[src/rtl/mimo_frame_serializer.sv]
// mimo_frame_serializer: streams one 4x4 MIMO channel frame as 42 words over a free-running 14-cycle slot on three lanes
//
// Optional feature macro: SER_FRAME_CNT_EN adds frame_cnt_o, a wrapping count of real frames loaded.
//
// Ports:
//   clk, rst           rising-edge clock, asynchronous active-high reset
//   frame_valid        upstream frame present
//   frame_ready        serializer can accept a frame this cycle
//   h_re_i, h_im_i     Re/Im H(i,j) at word index 4*i+j, IN_WL bits each
//   y_i                received words y[0..7], word m at [m*IN_WL +: IN_WL]
//   In0, In1, In2      lane words for the current slot cycle
//   tx_active          current slot carries a real frame
//   slot_start         high during slot cycle 0
//   frame_cnt_o        (SER_FRAME_CNT_EN only) count of real frames loaded
module mimo_frame_serializer #(
    parameter int IN_WL = 16
) (
    input  logic                  clk,
    input  logic                  rst,
    input  logic                  frame_valid,
    output logic                  frame_ready,
    input  logic [16*IN_WL-1:0]   h_re_i,
    input  logic [16*IN_WL-1:0]   h_im_i,
    input  logic [8*IN_WL-1:0]    y_i,
    output logic [IN_WL-1:0]      In0,
    output logic [IN_WL-1:0]      In1,
    output logic [IN_WL-1:0]      In2,
    output logic                  tx_active,
`ifdef SER_FRAME_CNT_EN
    output logic [7:0]            frame_cnt_o,
`endif
    output logic                  slot_start
);
    localparam int FW = 42 * IN_WL;

    logic [3:0]    slot_cnt;
    logic          pend_full;
    logic [FW-1:0] pend;
    logic [FW-1:0] act;
    logic [FW-1:0] w_in;
    logic          boundary;
    logic          hs;

    // Word k of the frame vector lives at bits [k*IN_WL +: IN_WL].
    always_comb begin
        w_in = '0;
        for (int m = 0; m < 8; m++)
            w_in[(2+m)*IN_WL +: IN_WL] = y_i[m*IN_WL +: IN_WL];
        for (int k = 0; k < 16; k++) begin
            w_in[(10+2*k)*IN_WL +: IN_WL] = h_im_i[k*IN_WL +: IN_WL];
            w_in[(11+2*k)*IN_WL +: IN_WL] = h_re_i[k*IN_WL +: IN_WL];
        end
    end

    assign boundary    = slot_cnt == 4'd13;
    assign frame_ready = ~pend_full & ~rst;
    assign hs          = frame_valid & frame_ready;
    assign slot_start  = slot_cnt == 4'd0;

    // The highest three words go out first; shifting up by three words brings the next group into view.
    assign In0 = act[39*IN_WL +: IN_WL];
    assign In1 = act[40*IN_WL +: IN_WL];
    assign In2 = act[41*IN_WL +: IN_WL];

    always_ff @(posedge clk or posedge rst) begin
        if (rst) begin
            slot_cnt  <= 4'd13;
            pend_full <= 1'b0;
            pend      <= '0;
            act       <= '0;
            tx_active <= 1'b0;
        end else begin
            slot_cnt  <= boundary ? 4'd0 : slot_cnt + 4'd1;
            // A handshake is only possible with pending empty, so it always wins over the boundary clear.
            pend_full <= hs | (pend_full & ~boundary);
            if (hs)
                pend <= w_in;
            if (boundary) begin
                act       <= pend_full ? pend : '0;
                tx_active <= pend_full;
            end else begin
                act <= act << (3*IN_WL);
            end
        end
    end

`ifdef SER_FRAME_CNT_EN
    always_ff @(posedge clk or posedge rst) begin
        if (rst)
            frame_cnt_o <= 8'd0;
        else if (boundary && pend_full)
            frame_cnt_o <= frame_cnt_o + 8'd1;
    end
`endif
endmodule

[config.mk]
export PLATFORM = sky130hd
export DESIGN_NAME = mimo_frame_serializer
export DESIGN_NICKNAME = d
export VERILOG_FILES = /design/src/rtl/mimo_frame_serializer.sv
export SDC_FILE = /design/constraint.sdc
export NUM_CORES = 2
export LEC_CHECK = 0
export ABC_AREA = 1
export CAP_MARGIN = 10
export CORE_MARGIN = 2
export CORE_UTILIZATION = 50
export CTS_CLUSTER_DIAMETER = 200
export DETAILED_ROUTE_END_ITERATION = 8
export GPL_TIMING_DRIVEN = 0
export PLACE_DENSITY = 0.84
export RECOVER_POWER = 50
export SKIP_LAST_GASP = 1
export SLEW_MARGIN = 15
export SYNTH_ARGS = -nofsm -noshare
export SYNTH_HDL_FRONTEND = slang
export SYNTH_SLANG_ARGS = --single-unit
[constraint.sdc]
create_clock -name clk -period 49.1 [get_ports clk]
set_input_delay 9.82 -clock clk [delete_from_list [all_inputs] [get_ports clk]]
set_output_delay 9.82 -clock clk [all_outputs]
set_load 0.005 [all_outputs]
* Word-level counts from Yosys, hierarchy flattened
Index checks and enable logic that the tools add are counted.
** Storage, ports and cells
- Register bits after elaboration :: 1318
- Input bits :: 643
- Output and inout port bits :: 51
- Word-level logic and storage cells :: 18
** Operators by class
- Add/sub/neg operators :: 1
- Eq/ne operators :: 1
- Multiplexer cells :: 3
- Bitwise gates (word level) :: 7
- Reductions and logical operators :: 1
** Operator list (number)
- 672-bit two-way mux :: 2
- 4-bit by 1-bit adder with 4-bit output, second input constant :: 1
- 4-bit equality test, second input constant :: 1
- 4-bit zero test :: 1
- 4-bit two-way mux :: 1
- 1-bit AND :: 3
- 1-bit inverter :: 3
- 1-bit OR :: 1

* Logic depth before layout (Yosys ltp)
- Word-level depth :: 4
- Depth in mapped cells :: 8
- Mapped depth without buffers :: 5

* Worst setup path after synthesis
Ideal clock, no wire load.
- Path type :: input -> output
- Start :: in rst
- End :: out frame_ready
- Arrival :: 10.302 ns
- Required time :: 39.280 ns
- Path slack :: 28.978 ns
- Stages :: 3
- Path buffers :: 2
- Cells stage by stage :: nor2_1 buf_2 buf_2
** Between the ends
- Longest elaborated chain between the ends :: 2
** Ends and longest elaborated chain
- from (decl) :: line 19 : input logic rst,
- 1-bit inverter :: line 56 : assign frame_ready = ~pend_full & ~rst;
- 1-bit AND :: line 56
- to (decl) :: line 21 : output logic frame_ready,
Every way passes these cells.

* Worst setup path in the final report
Same ends and word-level chain as after synthesis.

==> impl_metrics.tcl <==
set metrics [dict create \
    rsz0062_at_grt "false" \
    row_count 121 \
    final_cell_mix "nand2_1, dfrtp_1, nand3_1" \
    critPathBufInv 4 \
    post-dp-hpwl_mm 135.7 \
    final_layout_size_suffix_gt1_share_pct 6.019 \
    syn_area_mm2 0.05504 \
    cp_max_fo 10 \
    holdCritPathClass "flip-flop to flip-flop" \
    critPathRequiredTime_ps 39280 \
    nets 8309 \
    start_util_pct 50.49 \
    critPathKind "primary input to output pin" \
    grt_start_max_net_pins 117 \
    synth-warning-count 0 \
    violations "max-capacitance violations, max-slew violations" \
    worst_pin_slew_ps 6039 \
    critical_path.startpoint_type "primary input" \
    clk_latency_ps 760 \
    numCtsBuffers 134 \
    cap_violations 8 \
    via_count 47980 \
    cts_tree "done" \
    power_w 0.003064 \
    die_w_um 335.8 \
    setup_tns_ps 0 \
    fin_util_pct 62.97 \
    fmax_ghz 0.04586 \
    core_mm2 0.1090 \
    first_iter_violations 4556 \
    netlist_instances 6824 \
    io_buffers 693 \
    drt-pass1-iter-count 8 \
    vias_per_cell 5.215 \
    place.gp.congestion 0.9606 \
    grt_antenna_before_repair 25 \
    cp_cell_sequence "dlygate4sd3_1 > nor2_1 > buf_2 > buf_2 > clkdlybuf4s50_1" \
    period_needed_ps 21800 \
    slowest_delay_ps 640 \
    status "complete, but fails checks" \
    final_hold_viol_count 0 \
    grt_pass1_vias 47570 \
    remaining_drc_errors 0 \
    grt_pass1_wl_mm 269.7 \
    synth-seq-area-share_pct 58.48 \
    critPathSlowestCell "dlygate4sd3_1" \
    post_drt_wl_per_cell_um 19.49 \
    die_y_um 335.8 \
    postCtsHoldBufs 0 \
    area_growth_pct 24.72 \
    post-route-period-util_pct 44.41 \
    relSlewSlack_pct -302.6 \
    peakVddDrop_mv 0.03013 \
    grt.overflow.total 0 \
    finalClockSkew_ps 39.27 \
    final_common_cell "nand2_1" \
    track_usage_pct 31.82 \
    syn_nets 7467 \
    yosysUniqueCellTypes 16 \
    htreeDepth 4 \
    routed_wl_mm 179.3 \
    powerDensity_mw_per_mm2 44.63 \
    die_area_mm2 0.1127 \
    cts_resized 0 \
    cts_buffer_depth 3 \
    postCtsSetupBuffers 0 \
    cpMostUsedCell "buf_2" \
    ys_ff_latch 1286 \
    cts.sinks 1286 \
    worstPathArrival_ps 11980 \
    pin_count 694 \
    path_clk_slew_ps 70 \
    critPathTopFamily "buffers and inverters" \
    power.leakage_nw 39.59 \
    final-max-slew-violation-count 701 \
    syn_avg_cell_area_um2 8.065 \
    finalSetupViolCount 0 \
    cp-end-kind "output pin" \
    antenna_left 0 \
    cts_root_buffer "clkbuf_16" \
    reg2reg_setup_slack_ps 45460 \
]
[through the flow]
stage               area [um^2]  instances  setup WS [ps]  hold WS [ps]
finish                    68640       9200          27300         423.9
global route              68630       9196          27230         448.0
CTS                       68880       9190          27290         419.8
detailed placement        64110       8944          27300         429.5
global placement          63740       8931          -8748         428.3
floorplan                 55040       6824           3040         418.3
[per-layer routing]
metal	wire length [um]	GRT usage [%]	up-vias	part of all wire, %
li1	-	-	22540	-
met5	157	0	-	0.088
met2	84560	52.06	2155	47
met4	10490	17.14	28	5.8
met1	69080	39.85	22780	39
met3	15070	6.540	481	8.4
[worst register-to-register path: stages, from the launching register on]
cell and delay (ps):
dfstp_1 390, nand2_1 100, inv_1 400, nand2_1 430, clkbuf_1 810, clkbuf_1 720, clkbuf_1 440, nand2_1 140
nand2_1 140
[synth_stat cells]
master	instances	area, um^2
a21oi_1	1	5.000
buf_1	23	86.33
buf_2	239	1196
buf_4	52	390.4
buf_6	2	22.52
clkbuf_1	216	810.8
clkbuf_2	1	5.000
dfrtp_1	1283	32110
dfstp_2	3	78.83
inv_1	603	2263
inv_2	2	7.510
nand2_1	3109	11670
nand3_1	1235	6181
nor2_1	53	198.9
nor2_4	1	11.26
o21ai_0	1	5.000
[cells by family (layout without fill, tap and decap cells)]
kind of cell	count (synthesis)	count (layout)	share of synthesized area (%)
AO/OA/AOI/OAI	2	2	0.01817
buffers and inverters	1138	2090	8.689
flip-flops	1286	1286	58.48
other	0	10	0
AND/OR/NAND/NOR	4398	4398	32.82
[power breakdown]
part / internal, W / switching [W]
sequential: 0.00129 / 0.000133
clock: 0.000645 / 0.000438
combinational: 0.000223 / 0.000336
total: 0.00216 / 0.000907
[cell type report]
cell class / instances / area (um^2)
antenna: 10 / 25.02
buffer: 533 / 2425
clock buffer: 194 / 3960
clock inverter: 52 / 807.0
fill: 9111 / 40360
inverter: 605 / 2272
multi-input combinational: 4400 / 18070
sequential: 1286 / 32180
tap: 1414 / 1769
timing repair buffer: 706 / 7128
[final timing paths]
path	end	from	cells after the start
hold / removal	act[556]$_DFF_PP0_	act[508]$_DFF_PP0_	2
setup reg to reg	act[450]$_DFF_PP0_	slot_cnt[2]$_DFF_PP1_	8
setup / recovery	frame_ready	rst	5
max in group asynchronous	pend[597]$_DFFE_PP0P_	rst	8
min in group asynchronous	pend[235]$_DFFE_PP0P_	rst	2
hold reg to reg	act[556]$_DFF_PP0_	act[508]$_DFF_PP0_	2
[flip-flops by register name, summed over array words and instances, names as in the netlist]
name       count
act          640
pend         640
pend_full      1
slot_cnt       4
tx_active      1
Power figures use the tool's default switching activity.
